===== config.mk =====
export PLATFORM = sky130hd
export DESIGN_NAME = psum_accum_stage
export DESIGN_NICKNAME = d
export VERILOG_FILES = /design/src/rtl/psum_accum_stage.sv
export SDC_FILE = /design/constraint.sdc
export NUM_CORES = 1
export LEC_CHECK = 0
export ABC_AREA = 1
export CAP_MARGIN = 40
export CORE_AREA = 2 2 88 90
export DETAILED_ROUTE_END_ITERATION = 7
export DIE_AREA = 0 0 90 92
export PLACE_DENSITY = 0.86
export SYNTH_ARGS = -nofsm -noshare
export SYNTH_HDL_FRONTEND = slang
export SYNTH_SLANG_ARGS = --single-unit

===== constraint.sdc =====
create_clock -name clk -period 3.8 [get_ports clk]
set_input_delay 0.57 -clock clk [delete_from_list [all_inputs] [get_ports clk]]
set_output_delay 0.57 -clock clk [all_outputs]
set_load 0.01 [all_outputs]

===== src/rtl/psum_accum_stage.sv =====
// ---------------------------------------------------------------------------
// psum_accum_stage
//
// Purpose:
//   Accumulates n_acc consecutive signed partial sums from the MAC. One partial
//   sum arrives per K-tile. The stage saturates the running sum to bw_acc bits
//   and can optionally apply ReLU. Each finished result is presented to the
//   write-back buffer on a valid/ready output.
//
// Handshake (both sides): a beat transfers on a rising clk edge where
//   valid & ready are both high. A producer holds its payload stable while
//   valid is high and ready is low. in_ready never depends on in_valid.
//
// Parameters:
//   bw_psum  width of the signed partial sum (must be <= bw_acc)
//   bw_acc   width of the signed accumulated / saturated result
//   n_acc    partial sums per result (>= 2)
//   relu_en  1: negative final results are forced to 0
//
// Ports:
//   clk        rising-edge clock
//   rst_n      asynchronous reset, active low
//   in_valid   in_psum is valid this cycle
//   in_ready   stage can accept in_psum this cycle
//   in_psum    signed partial sum from the MAC
//   out_valid  out_data/out_sat hold a completed result
//   out_ready  downstream accepts the result this cycle
//   out_data   signed accumulated result (post-saturation, post-ReLU)
//   out_sat    result saturated at least once during its accumulation
// ---------------------------------------------------------------------------
module psum_accum_stage #(
    parameter int bw_psum = 20,
    parameter int bw_acc  = 24,
    parameter int n_acc   = 4,
    parameter int relu_en = 0
) (
    input  logic                      clk,
    input  logic                      rst_n,
    input  logic                      in_valid,
    output logic                      in_ready,
    input  logic signed [bw_psum-1:0] in_psum,
    output logic                      out_valid,
    input  logic                      out_ready,
    output logic signed [bw_acc-1:0]  out_data,
    output logic                      out_sat
);

    localparam int cw = (n_acc > 1) ? $clog2(n_acc) : 1;
    localparam logic [cw-1:0] last_cnt = cw'(n_acc - 1);
    localparam logic signed [bw_acc-1:0] acc_max = {1'b0, {(bw_acc-1){1'b1}}};
    localparam logic signed [bw_acc-1:0] acc_min = {1'b1, {(bw_acc-1){1'b0}}};

    // Accumulation phase, decoded from cnt; kept as a named signal so
    // checkers can bind to it directly.
    typedef enum logic [1:0] {
        PH_FIRST = 2'd0,
        PH_MID   = 2'd1,
        PH_LAST  = 2'd2
    } phase_t;

    logic [cw-1:0]             cnt;
    logic signed [bw_acc-1:0]  acc;
    logic                      sat_acc;

    phase_t                    phase;
    logic                      is_first;
    logic                      is_last;
    logic                      in_fire;
    logic                      out_fire;
    logic signed [bw_acc-1:0]  base;
    logic signed [bw_acc:0]    sum;
    logic                      clamped;
    logic signed [bw_acc-1:0]  sum_sat;
    logic signed [bw_acc-1:0]  result;

    always_comb begin
        is_first = (cnt == '0);
        is_last  = (cnt == last_cnt);
        if (is_last)       phase = PH_LAST;
        else if (is_first) phase = PH_FIRST;
        else               phase = PH_MID;

        // Only a LAST beat needs the output slot, so only it can stall.
        in_ready = !(out_valid && !out_ready && is_last);
        in_fire  = in_valid && in_ready;
        out_fire = out_valid && out_ready;

        // One extra bit of headroom: adding a bw_psum value to a bw_acc value
        // can overflow by at most one bit, so a sign mismatch between the
        // top two bits is exactly the overflow condition.
        base    = is_first ? '0 : acc;
        sum     = {base[bw_acc-1], base}
                + {{(bw_acc+1-bw_psum){in_psum[bw_psum-1]}}, in_psum};
        clamped = (sum[bw_acc] != sum[bw_acc-1]);
        if (clamped) sum_sat = sum[bw_acc] ? acc_min : acc_max;
        else         sum_sat = sum[bw_acc-1:0];

        // ReLU acts on the saturated value; it does not affect out_sat.
        if ((relu_en != 0) && sum_sat[bw_acc-1]) result = '0;
        else                                     result = sum_sat;
    end

    always_ff @(posedge clk or negedge rst_n) begin
        if (!rst_n) begin
            cnt       <= '0;
            acc       <= '0;
            sat_acc   <= 1'b0;
            out_valid <= 1'b0;
            out_data  <= '0;
            out_sat   <= 1'b0;
        end else begin
            if (out_fire) begin
                out_valid <= 1'b0;
            end
            if (in_fire) begin
                if (is_last) begin
                    // Overrides the clear above when a result leaves and a
                    // new one lands on the same edge.
                    out_data  <= result;
                    out_sat   <= sat_acc | clamped;
                    out_valid <= 1'b1;
                    cnt       <= '0;
                end else begin
                    acc     <= sum_sat;
                    sat_acc <= (is_first ? 1'b0 : sat_acc) | clamped;
                    cnt     <= cnt + cw'(1);
                end
            end
        end
    end

endmodule


---- Yosys cells after proc, flatten, opt, wreduce, memory -nomap -nowiden ----
Index checks and enable logic that the tools add are counted.
cells by class
  bitwise operators ....................... 3
  equality and inequality tests ........... 2
  $add $sub $neg .......................... 2
  reduce and logical (&&, ||, !) cells .... 9
  muxes and demuxes ....................... 8
operators by type and width
  kind                                         number
  2-to-1 mux 24 bit                            3
  adder 24 x 20 -> 25 bit                      1
  logical AND 1 bit                            4
  2-to-1 mux 1 bit                             4
  AND reduction 2 bit                          2
  adder 2 x 1 -> 2 bit, second input constant  1
  equality test 2 bit, second input constant   1
  logical NOT 1 bit                            2
  logical NOT 2 bit                            1
  2-to-1 mux 2 bit                             1
  bitwise OR 1 bit                             2
  inequality test 1 bit                        1
  inverter 1 bit                               1
storage, ports and cells
  flip-flop bits (word level) ............. 53
  input port bits ......................... 24
  output and inout bits ................... 27

---- Logic depth before layout (Yosys ltp) ----
  depth in word-level cells ............... 6
  depth in mapped cells ................... 22

---- Worst setup path before layout ----
OpenSTA, ideal clock, no wires.
  path kind ............................... register to register
  start point ............................. register cnt[0]
  end point ............................... register acc[3]
  buffers on the path ..................... 2
  data required time ...................... 3,673 ps
  setup time .............................. 127 ps
  path slack .............................. 1,027 ps
  stages on the path, launching flop included .. 23
  arrival time ............................ 2,646 ps
  path through ............................ dfrtp_1 > inv_1 > ha_1 > clkbuf_1 > nor2_1 > ha_1 > inv_1 > fa_1 > inv_1 > nand2_1 > nand2_1 > nand3_1 > nand2_2 > nand2_1 > nand3_1 > nand2_1 > nand2_2 > inv_2 > nand2_4 > buf_12 > nand2_2 > nand2_2 > o21ai_2
between the ends
  word-level cells in the longest chain between the ends .. 5
ends and longest elaborated chain
  element                                                       line    text
  from (decl)                                                   61      logic [cw-1:0] cnt;
  from (signal assigned)                                        126     cnt <= cnt + cw'(1);
  logical NOT 2 bit or equality test 2 bit (tied branches)      77, 78
  2-to-1 mux 24 bit or logical AND 1 bit (tied branches)        91, 84
  adder 24 x 20 -> 25 bit or logical NOT 1 bit (tied branches)  93, 84
  2-to-1 mux 24 bit, or another cell as far along               95      if (clamped) sum_sat = sum[bw_acc] ? acc_min : acc_max;
  2-to-1 mux 24 bit or AND reduction 2 bit (tied branches)      --
  to (signal assigned)                                          124     acc <= sum_sat;
  to (decl)                                                     62      logic signed [bw_acc-1:0] acc;
Several ways; a longest one is shown, not always the timed one.
A chain may end at the register's enable or synchronous reset.

---- Final worst setup path ----
  start point ............................. register cnt[0]
  end point ............................... register out_data[21]
between the ends
  word-level cells in the longest chain between the ends .. 5
ends and longest elaborated chain
  element                                                       line    text
  logical NOT 2 bit or equality test 2 bit (tied branches)      77, 78
  2-to-1 mux 24 bit or logical AND 1 bit (tied branches)        91, 84
  adder 24 x 20 -> 25 bit or logical NOT 1 bit (tied branches)  93, 84
  2-to-1 mux 24 bit, or another cell as far along               95
  2-to-1 mux 24 bit or AND reduction 2 bit (tied branches)      --
  to (signal assigned)                                          119     out_data <= result;
  to (decl)                                                     44      output logic signed [bw_acc-1:0] out_data,
Several ways; a longest one is shown, not always the timed one.

==> key figures <==
Status
  • Status: completed

Final layout
  • Nets: ~710
  • Share of cells above drive strength 1: 7.59%
  • Post-layout instance count excluding filler cells: ~760
  • # fillers: between 600 and 700
  • # diodes: 0
  • Synthesis-to-layout area growth: 16.2%

Synth
  • Synth Area in Compound Gates: 7.82%
  • Async S/R FF share, synth: 100%
  • Mux cell area share after synthesis: 0%
  • Post-Synth Adder-Cell Area: 8.50%
  • Yosys cell types: 32
  • Yosys warns: 0
  • Post-Synth XOR/XNOR Area: 3.23%
  • Synth Area per Inst: ~6.6 um^2
  • Largest family of logic cells by synthesized area: simple AND/OR/NAND/NOR gates
  • Seq cells post-synth: between 50 and 60
  • Syn Nets: ~660
  • Post-Synthesis Cells: just over 600
  • Post-Syn Area: between 4000 and 5000 um^2
  • Main synth FF type: dfrtp_1
  • Post-synth EDFFs: 0
  • Sequential share of the synthesized area: between 30% and 40%
  • Synth Area in Simple Gates: 37.4%

Placement
  • Port Buf Inserts: 50
  • GP Congestion: 0.979
  • HPWL Detailed: between 8000 and 9000 um
  • Placed Cells: 753

Timing
  • Setup TNS: 0 ps
  • Slew Viols, Final: 0
  • RSZ-0062 raised after global routing: false
  • Endpoints failing setup: 0
  • Final Hold Slack: ~220 ps
  • Worst slew margin: 49.7%
  • Fin crit period: 3200 ps
  • Fin. Hold Viols: 0
  • Period utilization: 84.2%
  • Worst slew pin tran: approximately 750 ps
  • Setup Skew: around 13 ps
  • Max Freq: 313 MHz

Setup path
  • Critical path depth: 20
  • Most frequent CP cell: nand2_1
  • CP cell instances: inv_1 -> ha_2 -> nor2_1 -> ha_1 -> inv_1 -> fa_1 -> inv_1 -> nand2_1 -> nand2_1 -> nand3_1 -> nand2_2 -> nand2_1 -> nand3_1 -> nand2_1 -> nand2_2 -> inv_2 -> nand2_4 -> nand2_1 -> nand2_1 -> nand2_1
  • Worst R2R Setup Slack: 600 ps
  • Crit path arrival time: roughly 3400 ps
  • FF-to-FF End: out_data[21]
  • WP data required: 4000 ps
  • CP Buf/Inv Count: 4
  • Setup crit start kind: flip-flop
  • Crit path max-delay family: simple AND/OR/NAND/NOR gates
  • Worst Path Class, Setup: reg -> reg
  • Crit path capture type: flip-flop
  • Crit-path slowest cell: fa_1
  • R2R depth: 20
  • Max stage delay on crit path: 400 ps
  • Worst Setup SP: cnt[0]
  • CP Max Fanout: 25
  • Setup crit end: out_data[21]
  • R2r startpoint: cnt[0]

Global routing
  • Remaining Overflow, GRT: 0
  • Initial antenna violation count: 0
  • First-pass GRT wire length: 17,300 um
  • Overall routing resource usage: approximately 26%
  • Vias in the first global route: 3,784
  • Largest net degree at the start of global routing: 45

Die
  • Core Box Area: ~7400 um^2
  • Die area: a little over 8000 um^2
  • Die Ht: 92 um
  • FP Rows: 32
  • Die Width: 90 um
  • Starting density of the core: 54.6%
  • IO Count: 51

CTS
  • Clk sinks: 53
  • Clock buffer depth: 2
  • # hold bufs at CTS: 0
  • TritonCTS buffer count: 5
  • Clock Latency Late Sink: 310 ps
  • Root Buffer: clkbuf_8
  • Clk pin slew, worst setup/hold paths: around 100 ps
  • H-tree depth: 2
  • TritonCTS clock tree: yes

Power
  • Pwr Total: approximately 4700 uW
  • Lkg Pwr: 0.00260 uW
  • PwrDens: between 1000 and 1500 nW/um^2
  • Worst VDD drop: 493 uV

Routing
  • DRC: 0
  • WL per Instance: 13.6 um
  • WL final: slightly above 10,000 um
  • 1st-pass router iterations: 5
  • DR vias: between 3,000 and 4,000
  • Routed vias/inst: a little over 5
  • Starting DRT DRC Count: ~220
  • Routed Antenna Nets: 0

Job
  • Max-cap violations: 0

Hold path
  • HP Class: in -> async
==> power by group <==
group | switching [uW] | leakage [uW] | total [uW] | internal (uW)
combinational | 2140 | 0.00190 | 3370 | 1240
clock | 189 | 0.0000554 | 387 | 198
sequential | 129 | 0.000647 | 975 | 846
==> per-layer routing <==
layer	global-route usage [%]	up-vias	part of all wire [%]
met5	0	-	0
met3	4.11	27	4.2
met4	8.46	0	2.9
met1	31.8	1820	43
met2	45.9	111	50
li1	-	1976	-
==> cells in the final DEF, fill, tap and decap left out, drive strengths merged, types with 5 or more instances in the layout <==
cell type	n
dfrtp	53
xnor2	8
ha	26
inv	82
nor2	53
clkdlybuf4s50	49
nor3	6
nand2	268
xor2	7
buf	5
o21bai	6
clkbuf	6
nand4	7
o21ai	28
a21oi	21
nand3	23
==> how the worst min path moves through the flow <==
stage                     slack [ps]          end  cells after the start
final                            220       acc[9]                      1
after global routing             250       acc[9]                      1
after CTS                        230       acc[9]                      1
after detailed placement         470      acc[16]                      2
after global placement           460  out_data[8]                      2
after floorplan                  270       acc[0]                      0
==> layout make-up <==
cell class	instances	area, um^2	area share (%)
timing repair buffer	54	526	11.1
clock inverter	2	38.8	0.822
inverter	82	308	6.52
multi-input combinational	462	2320	49.2
clock buffer	6	72.6	1.54
tap	102	128	2.70
sequential	53	1330	28.1
==> Yosys cell counts (all sizes together), types with 7 or more instances <==
cell type  count  area share (%)
a21oi         21             2.8
buf            9             2.3
dfrtp         53              33
ha            26             8.0
inv           82             7.6
nand2        268              26
nand3         23             3.0
nand4          7             1.1
nor2          53             5.3
o21ai         28             3.6
xnor2          8             1.7
xor2           7             1.5
==> flip-flops by register name (all words and copies together) (netlist names) <==
register	count
cnt	2
out_sat	1
acc	24
out_data	24
sat_acc	1
out_valid	1
==> logic make-up after synthesis <==
logic type / after synthesis
adder cells (fa/ha/maj): 27
AO/OA/AOI/OAI: 57
AND/OR/NAND/NOR: 363
XOR/XNOR: 15
flip-flops: 53
buffers and inverters: 96
==> repair_timing <==
item                       CTS  global route
setup endpoints to repair    0             2
gates resized for setup      0             1
setup buffers                0             0
==> metrics by stage <==
step,setup WS [ps],util (%),instance area (um^2)
2_1_floorplan,1030,-,4060
3_3_place_gp,381,61.8,4610
3_5_place_dp,335,61.8,4610
4_1_cts,314,63.3,4720
5_1_grt,278,63.4,4720
6_report,600,63.4,4720
Power figures use the tool's default switching activity.
